--- src/rtl/mem_port_arbiter.sv ---
// Round-robin arbiter sharing one 64-bit memory port among four requesters.
// Optional WAIT-state timeout is built only when ARB_TIMEOUT_EN is defined.
module mem_port_arbiter #(
  parameter int unsigned TIMEOUT_CYCLES = 255
) (
  input  logic       clk,
  input  logic       rst_n,
  input  logic [3:0] req,
  input  logic       port_ready,
  input  logic       port_done,
  output logic [3:0] gnt,
  output logic [1:0] sel,
  output logic       port_valid,
  output logic       busy,
  output logic       timeout_err
);

  localparam logic [1:0] S_IDLE  = 2'd0;
  localparam logic [1:0] S_GRANT = 2'd1;
  localparam logic [1:0] S_WAIT  = 2'd2;

  generate
    if (TIMEOUT_CYCLES < 1 || TIMEOUT_CYCLES > 255) begin : g_timeout_range_check
      $error("mem_port_arbiter: TIMEOUT_CYCLES must be in 1..255");
    end
  endgenerate

  logic [1:0] state_q, state_d;
  logic [1:0] last_q, last_d;
  logic [3:0] gnt_q, gnt_d;
  logic [1:0] sel_q, sel_d;
  logic       pv_q, pv_d;
  logic       busy_q, busy_d;
  logic       terr_q, terr_d;

  logic       win_found;
  logic [1:0] win_idx;

  // Search order starts just after the last requester served and wraps to it last.
  always_comb begin
    win_found = 1'b0;
    win_idx   = last_q;
    for (int k = 1; k <= 4; k++) begin
      if (!win_found && req[last_q + 2'(k)]) begin
        win_found = 1'b1;
        win_idx   = last_q + 2'(k);
      end
    end
  end

`ifdef ARB_TIMEOUT_EN
  logic [7:0] cnt_q, cnt_d;
  localparam logic [7:0] CNT_LIMIT = 8'(TIMEOUT_CYCLES - 1);
`endif

  always_comb begin
    state_d = state_q;
    last_d  = last_q;
    gnt_d   = gnt_q;
    sel_d   = sel_q;
    pv_d    = pv_q;
    busy_d  = busy_q;
    terr_d  = 1'b0;
`ifdef ARB_TIMEOUT_EN
    cnt_d   = cnt_q;
`endif
    case (state_q)
      S_IDLE: begin
        if (win_found) begin
          state_d = S_GRANT;
          gnt_d   = 4'b0001 << win_idx;
          sel_d   = win_idx;
          pv_d    = 1'b1;
          busy_d  = 1'b1;
        end
      end
      S_GRANT: begin
        if (port_ready && port_done) begin
          state_d = S_IDLE;
          last_d  = sel_q;
          gnt_d   = 4'b0000;
          pv_d    = 1'b0;
          busy_d  = 1'b0;
        end else if (port_ready) begin
          state_d = S_WAIT;
          pv_d    = 1'b0;
`ifdef ARB_TIMEOUT_EN
          cnt_d   = 8'd0;
`endif
        end else if (!req[sel_q]) begin
          // Withdrawal does not count as service, so priority is left alone.
          state_d = S_IDLE;
          gnt_d   = 4'b0000;
          pv_d    = 1'b0;
          busy_d  = 1'b0;
        end
      end
      S_WAIT: begin
        if (port_done) begin
          state_d = S_IDLE;
          last_d  = sel_q;
          gnt_d   = 4'b0000;
          busy_d  = 1'b0;
`ifdef ARB_TIMEOUT_EN
        end else if (cnt_q == CNT_LIMIT) begin
          state_d = S_IDLE;
          last_d  = sel_q;
          gnt_d   = 4'b0000;
          busy_d  = 1'b0;
          terr_d  = 1'b1;
        end else begin
          cnt_d   = cnt_q + 8'd1;
`endif
        end
      end
      default: begin
        state_d = S_IDLE;
        gnt_d   = 4'b0000;
        pv_d    = 1'b0;
        busy_d  = 1'b0;
      end
    endcase
  end

  always_ff @(posedge clk or negedge rst_n) begin
    if (!rst_n) begin
      state_q <= S_IDLE;
      last_q  <= 2'd3;
      gnt_q   <= 4'b0000;
      sel_q   <= 2'd0;
      pv_q    <= 1'b0;
      busy_q  <= 1'b0;
      terr_q  <= 1'b0;
    end else begin
      state_q <= state_d;
      last_q  <= last_d;
      gnt_q   <= gnt_d;
      sel_q   <= sel_d;
      pv_q    <= pv_d;
      busy_q  <= busy_d;
      terr_q  <= terr_d;
    end
  end

`ifdef ARB_TIMEOUT_EN
  always_ff @(posedge clk or negedge rst_n) begin
    if (!rst_n) begin
      cnt_q <= 8'd0;
    end else begin
      cnt_q <= cnt_d;
    end
  end
  assign timeout_err = terr_q;
`else
  assign timeout_err = 1'b0;
`endif

  assign gnt        = gnt_q;
  assign sel        = sel_q;
  assign port_valid = pv_q;
  assign busy       = busy_q;

endmodule

--- config.mk ---
export PLATFORM = sky130hd
export DESIGN_NAME = mem_port_arbiter
export DESIGN_NICKNAME = d
export VERILOG_FILES = /design/src/rtl/mem_port_arbiter.sv
export SDC_FILE = /design/constraint.sdc
export NUM_CORES = 1
export LEC_CHECK = 0
export BUFFER_PORTS_ARGS = -buffer_cell sky130_fd_sc_hd__clkbuf_2
export CELL_PAD_IN_SITES_DETAIL_PLACEMENT = 1
export CELL_PAD_IN_SITES_GLOBAL_PLACEMENT = 1
export CORE_AREA = 5 5 52 54
export DETAILED_ROUTE_END_ITERATION = 10
export DIE_AREA = 0 0 57 59
export PLACE_DENSITY = 0.8
export SYNTH_ARGS = -nofsm -noshare
export SYNTH_HDL_FRONTEND = slang
export SYNTH_SLANG_ARGS = --single-unit
--- constraint.sdc ---
create_clock -name clk -period 1.4 [get_ports clk]
set_input_delay 0.14 -clock clk [delete_from_list [all_inputs] [get_ports clk]]
set_output_delay 0.14 -clock clk [all_outputs]
set_load 0.02 [all_outputs]
==> run metrics <==
outcome finished with violations; failing checks negative setup slack; CP max stage delay 0.56 ns; Root Buffer clkbuf_4; max cap viols 0; largest family of logic cells by synthesized area compound AO/OA/AOI/OAI gates; Worst R2R End sel[0]; Residual DRC 0; XOR/XNOR Fraction of Synth Area 0; Hold Crit Class in2reg; Unique masters post-synth 35; Area Growth Syn to Fin 38.9%; hold slack 0.144 ns; cell row count 17; Fmax 0.672 GHz; Skew-Pair Late Insertion Delay 0.28 ns; synthesized cell area 739 µm²; post-route cell area 1030 µm²; pre-CTS WS -0.104 ns; crit path to sel[0]; post-synthesis simple-gate area fraction 0.239; Post-Synth Adder-Cell Area 0; Synth Area in Compound Gates 0.242; vias post-DR 731; H-tree depth 1; Placer Congestion 0.790; post-synthesis sequential area ratio 0.409; die width 57 µm; PD cells 2290 nW/µm²; ANT nets after route 0; VDD IR max 1080 µV; syn_nets 85; most frequent cells in the layout clkbuf_2 (15), buf_4 (15), dfrtp_1 (9); Final Hold Fails 0; RSZ-0062 raised after global routing yes; Setup Viol. Count Final 3; PortBufs 15; WP buf/inv 0; worst path cell trace nand2b_4 > o21ai_2 > a221o_1 > mux2_4; setup ws final -0.0879 ns; antenna cells 0; crit end category flop; Final HPWL DP 1660 µm; syn avg cell area 9.60 µm²; share of the cycle needed by the critical path after routing 1.06; largest net degree at the start of global routing 13; Worst setup SP type flop; GRT Resource Usage Total 0.139; Reg2Reg Setup Slack -0.09 ns; Die Height 59 µm; CP Launch Point last_q[0]; Final Net Count 118; initial DRC count 6; core area 2170 µm²; I/O Pins 17; Mapped Cells 77; Synth area leader dfrtp_1; share of post-route cells with drive strength above 1 0.495; Yosys reg bits 12; Bufs on Longest Clock Path 2; Clock transition at path regs 0.08 ns; total grt overflow 0; CP top delay family flip-flops; Worst Path Class, Setup reg2reg; Num CTS Buffers 3; Vias/cell 5.34; reg2reg path depth 4; CP max stage cell dfstp_2; count of final max-slew check failures 0; Placed Area 905 µm²; Post-Route WL 2210 µm; initial antenna violation count 0; # placed instances 127; post-synth top area share 0.338; vias in the first global route 785; Tmin final 1.49 ns; Layout Cells excl Fill 137; Leak 0.474 nW; worst r2r src last_q[0]; CTS Sinks 12; critical path depth 4; Required @ worst endpoint 1.56 ns; TritonCTS clock tree built; Area contributors post-synth dfrtp_1 (34%), dfstp_2 (7.1%), a21oi_1 (4.7%); Critical Path AT 1.65 ns; initial core utilization 0.341; first-pass GRT wire length 3590 µm; DR WL/cell 16.1 µm; crit path max fanout 4; mux share of post-synthesis cell area 0.0575; post-route clock skew 0.00795 ns; drt pass-1 iters 4; Synth warnings 0; die area 3360 µm²
## routing by layer
metal  vias up  GRT usage  part of all wire
met2        17      0.259              0.54
met5         -          0                 0
li1        351          -                 -
met1       359      0.154              0.41
met3         4     0.0414             0.038
met4         0     0.0331            0.0095
## power by group
group / leakage (nW) / switching [mW] / internal (mW)
clock network: 0.0210 / 0.122 / 0.158
registers: 0.145 / 0.140 / 0.528
logic: 0.308 / 0.711 / 0.691
## sequential cells by signal, summed over array words and instances (netlist names)
register	cells
last_q	2
sel	2
gnt	4
port_valid	1
state_q	2
busy	1
## kinds of logic (layout without fill, tap and decap cells)
group | after synthesis | in the layout
AOI/OAI and AO/OA | 27 | 27
buffers and inverters | 7 | 39
DFF | 12 | 12
muxes | 4 | 4
other | 1 | 1
and+or+nand+nor | 26 | 26
## cells in the mapped netlist
master,number
o211a_1,1
nor3_2,2
nor4_2,1
nor3_1,1
dfstp_2,2
o21ai_0,5
o22ai_1,5
nor2b_1,2
o21ai_1,1
or2_2,1
a221oi_1,1
or3b_1,1
a221o_1,1
o2bb2ai_1,1
buf_2,1
mux2_2,2
mux2i_1,2
conb_1,1
nand3b_1,2
nor2_1,1
nand2b_1,4
o22ai_2,1
o21ai_2,1
or3_4,2
o41ai_1,1
buf_4,2
nand3_1,2
inv_1,4
dfrtp_1,10
a21oi_1,7
and2_2,1
nand4b_1,1
nand2_1,5
o31ai_1,1
a21o_1,1
## per-stage QoR
step                setup TNS [ns]   util  power [mW]
floorplan                  -0.0425      -        1.42
global placement           -0.0442  0.417        1.84
detailed placement          -0.147  0.417        1.89
CTS                         -0.129  0.452        2.24
global route                -0.605  0.473        2.54
finish                      -0.140  0.473        2.35
## worst min path at each step
stage	startpoint	cells past startpoint	slack, ns	end
after global routing	port_done	2	0.13	state_q[1]
after floorplan	rst_n	0	-0.16	busy
after global placement	rst_n	1	0.04	port_valid
after CTS	port_ready	2	0.13	state_q[0]
after detailed placement	rst_n	1	0.05	port_valid
final	port_done	2	0.14	state_q[1]
## what timing repair did
action                                 CTS  global route
setup endpoints to repair                3             6
hold buffers                             1             0
pin swaps                                2             4
resized for setup                        3             5
endpoints found under the hold margin   10             0
buffers inserted                         2             3
## layout make-up
class                      count  area (µm²)
fill                         272        1140
multi-input combinational     58         439
sequential                    12         304
timing repair buffer          31         198
clock buffer                   4        36.3
tap                           28        35.0
inverter                       4        15.0
## worst reg2reg max path, delay by kind of cell, from the launching register on
| kind | cells | cell delay [ns] |
|---|---|---|
| AO/OA/AOI/OAI | 2 | 0.40 |
| flip-flops | 1 | 0.56 |
| multiplexers | 1 | 0.27 |
| AND/OR/NAND/NOR | 1 | 0.13 |
Note: power is estimated with default switching activity, not from simulation.
